[config.mk]
export PLATFORM = sky130hd
export DESIGN_NAME = param_frame_decoder
export DESIGN_NICKNAME = d
export VERILOG_FILES = /design/src/rtl/frame_pkg.sv /design/src/rtl/frame_gap_timer.sv /design/src/rtl/param_frame_decoder.sv
export SDC_FILE = /design/constraint.sdc
export NUM_CORES = 1
export LEC_CHECK = 0
export ABC_CLOCK_PERIOD_IN_PS = 5600
export BUFFER_PORTS_ARGS = -buffer_cell sky130_fd_sc_hd__clkbuf_2
export CORE_ASPECT_RATIO = 2
export CORE_UTILIZATION = 57
export CTS_CLUSTER_SIZE = 16
export DETAILED_ROUTE_END_ITERATION = 10
export GPL_TIMING_DRIVEN = 0
export HOLD_SLACK_MARGIN = 0.03
export PLACE_DENSITY = 0.79
export REMOVE_ABC_BUFFERS = 1
export SETUP_SLACK_MARGIN = 0.02
export SYNTH_ARGS = -nofsm -noshare
export SYNTH_HDL_FRONTEND = slang
export SYNTH_SLANG_ARGS = --single-unit
[constraint.sdc]
create_clock -name clk -period 5.6 [get_ports clk]
set_input_delay 0.28 -clock clk [delete_from_list [all_inputs] [get_ports clk]]
set_output_delay 0.28 -clock clk [all_outputs]
set_load 0.005 [all_outputs]
[src/rtl/frame_pkg.sv]
// frame_pkg: constants, state encoding and frame-length helper shared by
// param_frame_decoder and its bench.
// Optional feature macro: FRAME_DECODER_CHECKSUM_EN (adds S_CHK / CHK byte).
package frame_pkg;

  localparam logic [7:0] STX1 = 8'hFF;
  localparam logic [7:0] STX2 = 8'h5A;

  // Byte index inside a section; sections hold at most 16 bytes.
  localparam int unsigned IDX_W = $clog2(16) + 1;

  localparam logic [2:0] ENC_WF_STX1 = 3'd0;
  localparam logic [2:0] ENC_WF_STX2 = 3'd1;
  localparam logic [2:0] ENC_CH      = 3'd2;
  localparam logic [2:0] ENC_OFF     = 3'd3;
  localparam logic [2:0] ENC_RSV     = 3'd4;
`ifdef FRAME_DECODER_CHECKSUM_EN
  localparam logic [2:0] ENC_CHK     = 3'd5;
  localparam bit         CHK_EN      = 1'b1;
`else
  localparam bit         CHK_EN      = 1'b0;
`endif

  typedef enum logic [2:0] {
    S_WF_STX1 = ENC_WF_STX1,
    S_WF_STX2 = ENC_WF_STX2,
    S_CH      = ENC_CH,
    S_OFF     = ENC_OFF,
    S_RSV     = ENC_RSV
`ifdef FRAME_DECODER_CHECKSUM_EN
    ,
    S_CHK     = ENC_CHK
`endif
  } state_e;

  // Total bytes on the wire for one frame, both STX bytes included.
  function automatic int unsigned frame_len(input int unsigned n_ch,
                                            input int unsigned n_off,
                                            input int unsigned n_rsv);
    return 2 + n_ch + n_off + n_rsv + (CHK_EN ? 1 : 0);
  endfunction

endpackage

[src/rtl/frame_gap_timer.sv]
// frame_gap_timer: inter-byte gap watchdog. Reloads on clear, counts down
// while enabled, flags expiry once TIMEOUT_CYC idle cycles have been seen.
module frame_gap_timer #(
  parameter int unsigned TIMEOUT_CYC = 100000
) (
  input  logic clk,
  input  logic reset,
  input  logic clear,
  input  logic enable,
  output logic expired
);

  localparam int unsigned     CNT_W = $clog2(TIMEOUT_CYC);
  localparam logic [CNT_W-1:0] LOAD = CNT_W'(TIMEOUT_CYC - 1);

  logic [CNT_W-1:0] cnt_q, cnt_d;

  // Down-counter register.
  always_ff @(posedge clk or posedge reset) begin
    if (reset) cnt_q <= '0;
    else       cnt_q <= cnt_d;
  end

  // Reload on clear, otherwise count down and hold at terminal count.
  always_comb begin
    cnt_d = cnt_q;
    if (clear)                      cnt_d = LOAD;
    else if (enable && cnt_q != '0) cnt_d = cnt_q - 1'b1;
  end

  // The idle cycle that finds the counter at zero is the TIMEOUT_CYC-th one.
  assign expired = enable && (cnt_q == '0);

endmodule

[src/rtl/param_frame_decoder.sv]
// param_frame_decoder: byte-stream frame parser.
// Frame: FF 5A CH[NUM_CH] OFF[NUM_OFF] RSV[NUM_RSV] (+CHK when
// FRAME_DECODER_CHECKSUM_EN is defined). Good frames update the outputs
// atomically, one cycle after their last byte.
//
// state      | meaning
// S_WF_STX1  | idle, hunting for 8'hFF
// S_WF_STX2  | FF seen, expecting 8'h5A (further FF bytes keep waiting)
// S_CH       | capturing channel bytes
// S_OFF      | capturing offset bytes (skipped when NUM_OFF = 0)
// S_RSV      | discarding reserved bytes (skipped when NUM_RSV = 0)
// S_CHK      | comparing checksum byte (checksum build only)
module param_frame_decoder
  import frame_pkg::*;
#(
  parameter int unsigned NUM_CH      = 4,
  parameter int unsigned NUM_OFF     = 4,
  parameter int unsigned NUM_RSV     = 6,
  parameter int unsigned TIMEOUT_CYC = 100000
) (
  input  logic                                         clk,
  input  logic                                         reset,
  input  logic                                         sink_data_valid,
  input  logic [7:0]                                   sink_data,
  output logic                                         source_data_valid,
  output logic [NUM_CH*8-1:0]                          source_ch_data,
  output logic [((NUM_OFF == 0) ? 1 : NUM_OFF)*8-1:0]  source_off_data,
  output logic                                         source_frame_err,
  output logic [15:0]                                  source_frame_cnt,
  output logic [2:0]                                   state
);

  localparam int unsigned      OFF_BYTES = (NUM_OFF == 0) ? 1 : NUM_OFF;
  localparam int unsigned      CH_W      = NUM_CH * 8;
  localparam int unsigned      OFF_W     = OFF_BYTES * 8;
  localparam logic [IDX_W-1:0] CH_LAST   = IDX_W'(NUM_CH - 1);
  localparam logic [IDX_W-1:0] OFF_LAST  = IDX_W'(OFF_BYTES - 1);
  localparam logic [IDX_W-1:0] RSV_LAST  = IDX_W'((NUM_RSV == 0) ? 0 : NUM_RSV - 1);

  state_e             state_q, state_d;
  logic [IDX_W-1:0]   idx_q, idx_d;
  logic [CH_W-1:0]    ch_sh_q, ch_sh_d;
  logic [OFF_W-1:0]   off_sh_q, off_sh_d;
  logic [CH_W-1:0]    ch_out_q, ch_out_d;
  logic [OFF_W-1:0]   off_out_q, off_out_d;
  logic               valid_q, valid_d;
  logic               err_q, err_d;
  logic [15:0]        cnt_q, cnt_d;
`ifdef FRAME_DECODER_CHECKSUM_EN
  logic [7:0]         xor_q, xor_d;
`endif

  logic               state_legal;
  logic               gap_clear;
  logic               gap_enable;
  logic               gap_expired;
  logic               end_payload;
  logic               commit;
  logic               abort;

  // Flag encodings outside the state set so the FSM and timer can recover.
  always_comb begin
    state_legal = 1'b0;
    case (state_q)
      S_WF_STX1, S_WF_STX2, S_CH, S_OFF, S_RSV: state_legal = 1'b1;
`ifdef FRAME_DECODER_CHECKSUM_EN
      S_CHK:                                    state_legal = 1'b1;
`endif
      default:                                  state_legal = 1'b0;
    endcase
  end

  // Gap timer only runs inside a frame; any accepted byte restarts it.
  assign gap_clear  = sink_data_valid || (state_q == S_WF_STX1) || !state_legal;
  assign gap_enable = (state_q != S_WF_STX1);

  frame_gap_timer #(
    .TIMEOUT_CYC (TIMEOUT_CYC)
  ) u_gap_timer (
    .clk     (clk),
    .reset   (reset),
    .clear   (gap_clear),
    .enable  (gap_enable),
    .expired (gap_expired)
  );

  // State, shadow and output registers.
  always_ff @(posedge clk or posedge reset) begin
    if (reset) begin
      state_q   <= S_WF_STX1;
      idx_q     <= '0;
      ch_sh_q   <= '0;
      off_sh_q  <= '0;
      ch_out_q  <= '0;
      off_out_q <= '0;
      valid_q   <= 1'b0;
      err_q     <= 1'b0;
      cnt_q     <= '0;
    end else begin
      state_q   <= state_d;
      idx_q     <= idx_d;
      ch_sh_q   <= ch_sh_d;
      off_sh_q  <= off_sh_d;
      ch_out_q  <= ch_out_d;
      off_out_q <= off_out_d;
      valid_q   <= valid_d;
      err_q     <= err_d;
      cnt_q     <= cnt_d;
    end
  end

  // Next-state, byte capture and commit/abort decisions.
  always_comb begin
    state_d     = state_q;
    idx_d       = idx_q;
    ch_sh_d     = ch_sh_q;
    off_sh_d    = off_sh_q;
    ch_out_d    = ch_out_q;
    off_out_d   = off_out_q;
    cnt_d       = cnt_q;
    valid_d     = 1'b0;
    err_d       = 1'b0;
    end_payload = 1'b0;
    commit      = 1'b0;
    abort       = 1'b0;

    case (state_q)
      S_WF_STX1: begin
        idx_d = '0;
        if (sink_data_valid && (sink_data == STX1)) state_d = S_WF_STX2;
      end

      S_WF_STX2: begin
        if (sink_data_valid) begin
          if (sink_data == STX2) begin
            state_d = S_CH;
            idx_d   = '0;
          end else if (sink_data != STX1) begin
            state_d = S_WF_STX1;
          end
        end else if (gap_expired) begin
          abort = 1'b1;
        end
      end

      S_CH: begin
        if (sink_data_valid) begin
          for (int i = 0; i < int'(NUM_CH); i++) begin
            if (idx_q == IDX_W'(i)) ch_sh_d[i*8 +: 8] = sink_data;
          end
          if (idx_q == CH_LAST) begin
            idx_d = '0;
            if (NUM_OFF != 0)      state_d = S_OFF;
            else if (NUM_RSV != 0) state_d = S_RSV;
            else                   end_payload = 1'b1;
          end else begin
            idx_d = idx_q + 1'b1;
          end
        end else if (gap_expired) begin
          abort = 1'b1;
        end
      end

      S_OFF: begin
        if (sink_data_valid) begin
          for (int i = 0; i < int'(OFF_BYTES); i++) begin
            if (idx_q == IDX_W'(i)) off_sh_d[i*8 +: 8] = sink_data;
          end
          if (idx_q == OFF_LAST) begin
            idx_d = '0;
            if (NUM_RSV != 0) state_d = S_RSV;
            else              end_payload = 1'b1;
          end else begin
            idx_d = idx_q + 1'b1;
          end
        end else if (gap_expired) begin
          abort = 1'b1;
        end
      end

      S_RSV: begin
        if (sink_data_valid) begin
          if (idx_q == RSV_LAST) begin
            idx_d       = '0;
            end_payload = 1'b1;
          end else begin
            idx_d = idx_q + 1'b1;
          end
        end else if (gap_expired) begin
          abort = 1'b1;
        end
      end

`ifdef FRAME_DECODER_CHECKSUM_EN
      S_CHK: begin
        if (sink_data_valid) begin
          state_d = S_WF_STX1;
          if (sink_data == xor_q) commit = 1'b1;
          else                    err_d  = 1'b1;
        end else if (gap_expired) begin
          abort = 1'b1;
        end
      end
`endif

      default: begin
        state_d  = S_WF_STX1;
        idx_d    = '0;
        ch_sh_d  = '0;
        off_sh_d = '0;
      end
    endcase

    if (end_payload) begin
`ifdef FRAME_DECODER_CHECKSUM_EN
      state_d = S_CHK;
`else
      state_d = S_WF_STX1;
      commit  = 1'b1;
`endif
    end

    if (abort) begin
      state_d = S_WF_STX1;
      idx_d   = '0;
      err_d   = 1'b1;
    end

    // Shadow next-values already hold the final byte, so outputs switch as one.
    if (commit) begin
      ch_out_d  = ch_sh_d;
      off_out_d = off_sh_d;
      valid_d   = 1'b1;
      cnt_d     = cnt_q + 16'd1;
    end
  end

`ifdef FRAME_DECODER_CHECKSUM_EN
  // Checksum accumulator register.
  always_ff @(posedge clk or posedge reset) begin
    if (reset) xor_q <= '0;
    else       xor_q <= xor_d;
  end

  // Running XOR over CH..RSV bytes; cleared whenever no payload is in flight.
  always_comb begin
    xor_d = xor_q;
    case (state_q)
      S_CH, S_OFF, S_RSV: if (sink_data_valid) xor_d = xor_q ^ sink_data;
      S_CHK:              xor_d = xor_q;
      default:            xor_d = '0;
    endcase
  end
`endif

  assign source_data_valid = valid_q;
  assign source_ch_data    = ch_out_q;
  assign source_off_data   = off_out_q;
  assign source_frame_err  = err_q;
  assign source_frame_cnt  = cnt_q;
  assign state             = state_q;

endmodule
=== Word level (Yosys, flattened, before mapping) ===
Index checks and enable logic that the tools add are counted.
Widths: inputs -> output; s select.

* Register bits after elaboration: 171
* Output and inout port bits: 85

* $add $sub $neg: 3
* Equality and inequality tests: 23
* Multiplexer cells: 43
* Reduce and logical (&&, ||, !) cells: 19

{| class="wikitable"
|+ Operators by type and width
! kind !! number
|-
| $pmux 32 s2 || 2
|-
| $mux 32 || 2
|-
| $mux 8 || 8
|-
| $mux 5 || 7
|-
| $mux 17 || 2
|-
| $mux 3 || 10
|-
| $ne 4x4->1 const B || 5
|-
| $logic_not 17->1 || 1
|-
| $reduce_bool 17->1 || 1
|-
| $sub 17x1->17 const B || 1
|-
| $add 16x1->16 const B || 1
|-
| $pmux 3 s5 || 1
|-
| $pmux 5 s3 || 1
|-
| $ne 3x3->1 const B || 4
|-
| $reduce_or 4->1 || 3
|-
| $eq 5x2->1 const B || 2
|-
| $mux 1 || 10
|-
| $eq 8x7->1 const B || 1
|-
| $eq 8x8->1 const B || 1
|-
| $ne 8x8->1 const B || 1
|-
| $reduce_and 8->1 || 1
|-
| $eq 3x2->1 const B || 2
|-
| $add 5x1->5 const B || 1
|-
| $eq 5x1->1 const B || 1
|-
| other kinds (16) || 19
|}

=== Logic depth before layout (Yosys ltp) ===
Gate-level depths: netlist (run 1).

* Depth after elaboration: 7
* Mapped depth: 9
* Mapped depth without buffers: 7

=== By module ===
A second synthesis (run 1) with hierarchy kept.

* Cell total of the unflattened synthesis: 613
* Area total of the unflattened synthesis: 7455.9 um^2

{| class="wikitable"
|+ Modules (own cells, without submodules)
! module !! instances !! cells each !! area each (um^2) !! seq. area each (um^2)
|-
| param_frame_decoder || 1 || 515 || 6438.7 || 3853.7
|-
| frame_gap_timer || 1 || 98 || 1017.2 || 425.4
|}

=== Worst setup path before layout (run 1) ===
No wires, ideal clock.

* Path type: reg2reg
* Start: register u_gap_timer.cnt_q[11]
* End: register state_q[0], in the netlist state[0]
* Setup time: 125 ps
* Data arrival time: 2343 ps
* Data required time: 5475 ps
* Path slack: 3133 ps
* Stages on the path, launching flop included: 6
* Period minus slack after synthesis: 2467 ps
* Cells stage by stage: dfrtp_1 -> or4_4 -> or4_4 -> nor3_1 -> or3_2 -> mux2_2

* Word-level cells in the longest chain between the ends: 7

{| class="wikitable"
|+ RTL lines
! item !! line !! RTL
|-
| start: declaration || frame_gap_timer.sv:16 || <nowiki>logic [CNT_W-1:0] cnt_q, cnt_d;</nowiki>
|-
| start signal: assignment || frame_gap_timer.sv:21 || <nowiki>else cnt_q <= cnt_d;</nowiki>
|-
| $logic_not 17->1 * || frame_gap_timer.sv:32 || <nowiki>assign expired = enable && (cnt_q == '0);</nowiki>
|-
| $logic_and 1x1->1 * || frame_gap_timer.sv:32 ||
|-
| $mux 1 * || - ||
|-
| $mux 1 * || param_frame_decoder.sv:134 || <nowiki>if (sink_data_valid) begin</nowiki>
|-
| $mux 1 * || - ||
|-
| via abort || param_frame_decoder.sv:59 || <nowiki>logic abort;</nowiki>
|-
| $ne 5x5->1 (no line) (tied with other cells) || - ||
|-
| $reduce_and 8->1 (no line) || - ||
|-
| end signal: assignment || param_frame_decoder.sv:100 || <nowiki>state_q <= state_d;</nowiki>
|-
| end: declaration || param_frame_decoder.sv:40 || <nowiki>state_e state_q, state_d;</nowiki>
|}

Mark *: on every way through the listed nets, which the timed path passes. The rest lies on a longest branch.
A chain may end at the register's enable or synchronous reset.

=== Worst setup path in the final report (run 1) ===
* Start: register idx_q[1]
* End: register state_q[0], in the netlist state[0]

* Word-level cells in the longest chain between the ends: 6

{| class="wikitable"
|+ RTL lines
! item !! line !! RTL
|-
| start: declaration || param_frame_decoder.sv:41 || <nowiki>logic [IDX_W-1:0] idx_q, idx_d;</nowiki>
|-
| start signal: assignment || param_frame_decoder.sv:101 || <nowiki>idx_q <= idx_d;</nowiki>
|-
| $eq 5x3->1 || param_frame_decoder.sv:183 || <nowiki>if (idx_q == RSV_LAST) begin</nowiki>
|-
| $mux 1 || param_frame_decoder.sv:183 ||
|-
| $mux 1 || param_frame_decoder.sv:182 || <nowiki>if (sink_data_valid) begin</nowiki>
|-
| $mux 1 || - ||
|-
| $ne 5x5->1 (no line) (tied with other cells) || - ||
|-
| $reduce_and 8->1 (no line) / $mux 3 (equally long branches) || - ||
|}

Several ways; a longest one is shown, not always the timed one.

==> results.yml, run 1 <==
cells_and_area:
  fin_util_pct: 69.5
  fin_area_sq_um: 8230
  post_route_cells_drive_above_1_share_pct: 32.7
  diodes: 0
  instances_no_fill: 788
  final_nets: 648
  syn2layout_area_growth_pct: 17.6
power:
  cellPowerDensity_nw_per_um2: 336
  cellLeakagePower_nw: 4.12
  ir_drop_mv: 0.295
sta:
  grt_setup_unrepaired: "no"
  fin_crit_ns: 3.43
  finalHoldViolations: 0
  fmax_mhz: 291
  period_share_pct: 61.3
  tightestPinTransition_ns: 1.02
  slew_viol_final: 0
  tns_ns: 0
  skew_ns: 0.0142
  slew_headroom_pct: 31.0
  setup_viol: 0
route:
  drc: 0
  drtAntennaViolNets: 0
  drt-initial-drc-count: 288
  via_per_inst: 6.10
  routedWlPerCell_um: 20.5
  vias: 4805
  drtPass1Iterations: 5
  wl_mm: 16.1
yosys:
  async_reset_ff_share_pct: 100
  synthCells: 537
  postSynthAreaPerCell_sq_um: 13.0
  ys_seq_elements: 171
  synth_flop_cell: "dfrtp_1"
  synth_area_sq_um: 7000
  yosysWarnings: 0
  synth-edff-count: 0
  yosysSeqAreaShare_pct: 61.1
  synth_cell_types: 52
critical_path:
  worst_ep_required_time_ns: 5.91
  rr_startpoint: "idx_q[1]"
  crit_fanout: 41
  worstPathArrival_ns: 3.74
  reg2regPathDepth: 8
  endpoint_kind: "flip-flop"
  worst-setup-path-type: "flip-flop to flip-flop"
  rrSetupSlack_ns: 2.17
  start_kind: "flip-flop"
  r2r_end: "state[0]"
floorplan:
  io_pins: 96
  rows: 56
  core-area_sq_um: 11800
  die_w_um: 80.4
  die_area_sq_um: 12800
  initial_core_util_pct: 59.1
  die_h_um: 159
global_routing:
  grt_pass1_wl_mm: 26.2
  gr-total-overflow: 0
  antenna_found_initial: 0
  grt_start_max_net_pins: 145
  top_usage_layer: "met2"
  grt_use_met2_pct: 47.6
  grtUsageTotal_pct: 27.4
  grt_util_met3_pct: 5.80
  use_met1_pct: 30.7
  grt_pass1_vias: 5047
place:
  placed_area_sq_um: 7610
  gp_congestion: 0.827
  dpl.cell_count: 755
  hpwl_mm: 10.9
  portBuffers: 95
min_path:
  hp-start: "sink_data[0]"
  min_path_cells: 2
  min_to: "ch_sh_q[0]"
  hp-class: "input pin to flip-flop"
clocking:
  post_cts_buffers: 0
  cts_tree: "built"
  cts_buffers: 17
  clkLatencyLatePin_ns: 0.43
  clock_sinks: 171
  htreeDepth: 4
  clock_path_buffers: 2
  clkSlewWorstSetupHoldPaths_ns: 0.06
  root_buffer: "clkbuf_16"
outcome:
  outcome: "complete, no violations"
job:
  cap_violations: 0
[Yosys cell counts (5+ instances only)]
master / number / area [sq um]
a21oi_1: 6 / 30.0
a22o_1: 60 / 526
and3_1: 10 / 62.6
clkbuf_1: 18 / 67.6
dfrtp_1: 171 / 4280
ha_1: 7 / 87.6
inv_1: 11 / 41.3
mux2_2: 66 / 743
nand2_1: 27 / 101
nand3_1: 5 / 25.0
nand4_1: 8 / 50.1
nor2_1: 29 / 109
nor3_1: 8 / 40.0
o21ai_0: 11 / 55.1
o22ai_1: 9 / 56.3
xnor2_1: 14 / 123
xor2_1: 11 / 96.3
[worst max path at each step]
stage	to	from	slack, ns	cells after the start
CTS	state[0]	idx_q[1]	1.76	8
floorplan	ch_sh_q[0]	reset	0.69	1
detailed placement	state[1]	idx_q[1]	1.80	8
finish	state[0]	idx_q[1]	2.17	8
global route	state[1]	idx_q[1]	1.91	8
global placement	source_ch_data[6]	reset	-0.72	2
[area by class of cell]
type / instances / area (sq um)
clock buffer: 19 / 443
fill: 841 / 3610
timing repair buffer: 98 / 533
inverter: 11 / 48.8
tap: 145 / 181
clock inverter: 13 / 164
multi-input combinational: 331 / 2580
sequential: 171 / 4280
[what timing repair did]
item | in CTS | in global routing
hold endpoints to repair | 27 | 0
gates resized for setup | 0 | 0
hold buffers | 1 | 0
[registers in the layout (all words and copies together), names as in the netlist]
signal             count
source_data_valid      1
idx_q                  5
source_frame_err       1
u_gap_timer.cnt_q     17
source_frame_cnt      16
ch_sh_q               32
source_off_data       32
source_ch_data        32
state                  3
off_sh_q              32
[stage by stage]
step	hold slack [ns]	power, mW	worst slack, ns
after floorplan	0.413	1.50	0.688
after global placement	0.460	1.57	-0.722
after detailed placement	0.247	1.59	1.80
after CTS	0.272	2.78	1.76
after global routing	0.271	2.86	1.91
final	0.264	2.77	2.17
[where the power goes]
| part | internal (mW) | switching (mW) |
|---|---|---|
| sequential | 1.30 | 0.0664 |
| clock | 0.717 | 0.482 |
| combinational | 0.0850 | 0.120 |
| total | 2.10 | 0.669 |
[cell usage in the layout, fill, tap and decap left out, types with 6 or more instances in the layout]
cell type | netlist | layout
dfrtp_1 | 171 | 171
clkbuf_16 | 0 | 17
o21ai_0 | 11 | 11
nor2_1 | 29 | 29
o22ai_1 | 9 | 9
clkbuf_2 | 0 | 95
a22o_1 | 60 | 60
nor3_1 | 8 | 8
mux2_2 | 66 | 66
xnor2_1 | 14 | 14
nand4_1 | 8 | 8
xor2_1 | 11 | 11
a21oi_1 | 6 | 6
ha_1 | 7 | 7
and3_1 | 10 | 10
inv_1 | 11 | 9
nand2_1 | 27 | 27
[critical path, cell delays in order, from the launching register on]
cell and delay (ns):
dfrtp_1 0.42, inv_1 0.12, ha_1 0.20, nor4bb_1 0.54, nand3_2 0.69, inv_2 0.47
buf_12 0.28, or3_2 0.21, mux2_2 0.34
[layer usage]
metal	routed length [um]	share of wire [%]	up-vias
met3	700	4.3	34
met2	9040	56	145
met1	5860	36	2468
met5	0	0	-
li1	-	-	2158
met4	525	3.3	0
[cell families (layout without fill, tap and decap cells)]
family	after synthesis	in the layout	share of synthesized area, %
AO/OA/AOI/OAI	106	106	11.9
XOR/XNOR	25	25	3.13
adder cells (fa/ha/maj)	7	7	1.25
buffers and inverters	35	141	2.04
flip-flops	171	171	61.1
multiplexers	68	68	10.9
AND/OR/NAND/NOR	125	125	9.69
(Power assumes the default switching activity.)
==> inputs of run 2 (changes only) <==
ABC_CLOCK_PERIOD_IN_PS = 3400   (was 5600)
clock period = 3.4 ns   (was 5.6 ns; I/O delays follow)
==> results.yml, run 2 (same netlist as run 1, synthesis figures left out) <==
route:
  routedWlPerCell_um: 20.4
  via_per_inst: 6.13
  drc: 0
  drtAntennaViolNets: 0
  vias: 4827
  wl_mm: 16.1
  drt-initial-drc-count: 234
  drtPass1Iterations: 4
outcome:
  outcome: "complete, no violations"
sta:
  slew_headroom_pct: 31.3
  finalHoldViolations: 0
  period_share_pct: 86.4
  tightestPinTransition_ns: 1.02
  fmax_mhz: 340
  fin_crit_ns: 2.94
  slew_viol_final: 0
  grt_setup_unrepaired: "no"
  tns_ns: 0
  setup_viol: 0
  skew_ns: 0.00850
clocking:
  cts_tree: "built"
  cts_buffers: 17
  root_buffer: "clkbuf_16"
  clock_path_buffers: 2
  clkLatencyLatePin_ns: 0.42
  htreeDepth: 4
  clock_sinks: 171
  clkSlewWorstSetupHoldPaths_ns: 0.06
place:
  portBuffers: 95
  hpwl_mm: 10.9
  gp_congestion: 0.827
  placed_area_sq_um: 7610
critical_path:
  crit_path_start: "idx_q[1]"
  rr_startpoint: "idx_q[1]"
  worstPathArrival_ns: 3.24
  start_kind: "flip-flop"
  endpoint_kind: "flip-flop"
  worst_ep_required_time_ns: 3.71
  worst-setup-path-type: "flip-flop to flip-flop"
  crit_fanout: 41
floorplan:
  rows: 56
  core-area_sq_um: 11800
  die_h_um: 159
  die_area_sq_um: 12800
  die_w_um: 80.4
  initial_core_util_pct: 59.1
  io_pins: 96
global_routing:
  grtUsageTotal_pct: 27.5
  grt_pass1_wl_mm: 26.3
  gr-total-overflow: 0
  antenna_found_initial: 0
  grt_use_met2_pct: 47.6
  grt_util_met3_pct: 5.98
  grt_pass1_vias: 5047
  top_usage_layer: "met2"
  grt_start_max_net_pins: 145
  use_met1_pct: 30.8
job:
  cap_violations: 0
cells_and_area:
  syn2layout_area_growth_pct: 17.8
  fin_area_sq_um: 8250
  final_cell_mix: "171 x dfrtp_1, 95 x clkbuf_2, 66 x mux2_2"
  final_nets: 648
  final_common_cell: "dfrtp_1"
  diodes: 0
  post_route_cells_drive_above_1_share_pct: 32.8
power:
  ir_drop_mv: 0.488
  fin_total_pwr_mw: 4.56
  cellPowerDensity_nw_per_um2: 553
  cellLeakagePower_nw: 4.12
min_path:
  hp-class: "input pin to flip-flop"
  hp-start: "sink_data[0]"
## run 2: worst max-delay path, stage by stage, from the launching register on
cell      delay (ns)
dfrtp_1         0.42
inv_1           0.12
ha_1            0.21
nor4bb_2        0.46
nand3_4         0.41
inv_2           0.35
buf_12          0.27
or3_2           0.21
mux2_2          0.34
## run 2: where the power goes
part           total [mW]  internal (mW)  switching (mW)
sequential           2.25           2.14           0.109
combinational       0.340          0.140           0.199
clock                1.98           1.18           0.793
total                4.56           3.46            1.10
## run 2: routing by layer
metal | up-vias | part of all wire [%] | routed length (um)
met5 | - | 0 | 0
met4 | 0 | 3.3 | 536
met3 | 38 | 4.0 | 641
met2 | 144 | 55 | 8930
met1 | 2490 | 37 | 5990
li1 | 2155 | - | -
## run 2: per-stage QoR
stage | util, % | instances | hold WS [ns] | worst slack (ns)
finish | 69.6 | 788 | 0.166 | 0.461
detailed placement | 64.3 | 755 | 0.137 | -0.405
global placement | 63.8 | 753 | 0.460 | -2.81
global route | 69.6 | 788 | 0.161 | 0.224
CTS | 69.5 | 788 | 0.162 | 0.0361
floorplan | - | 513 | 0.303 | -1.40
## run 2: final timing paths
path | cells after the start | endpoint | slack (ns)
setup reg to reg | 8 | state[0] | 0.46
setup / recovery | 8 | state[0] | 0.46
max in group asynchronous | 4 | source_ch_data[9] | 2.22
min in group asynchronous | 3 | source_ch_data[30] | 0.24
hold / removal | 2 | ch_sh_q[0] | 0.17
hold reg to reg | 1 | source_frame_cnt[15] | 0.46
## run 2: final cells by class
type	count	area, sq um
fillers	836	3590
clock inverters	13	164
clock buffers	19	443
repair buffers	98	533
flip-flops and latches	171	4280
multi-input cells	331	2600
well taps	145	181
inverters	11	48.8
## run 2: repair_timing
action / in CTS / in global routing
hold buffers: 1 / 0
endpoints found under the hold margin: 27 / 0
resized for setup: 1 / 2
gates cloned: 0 / 0
setup endpoints to repair: 45 / 41
setup buffers: 0 / 0
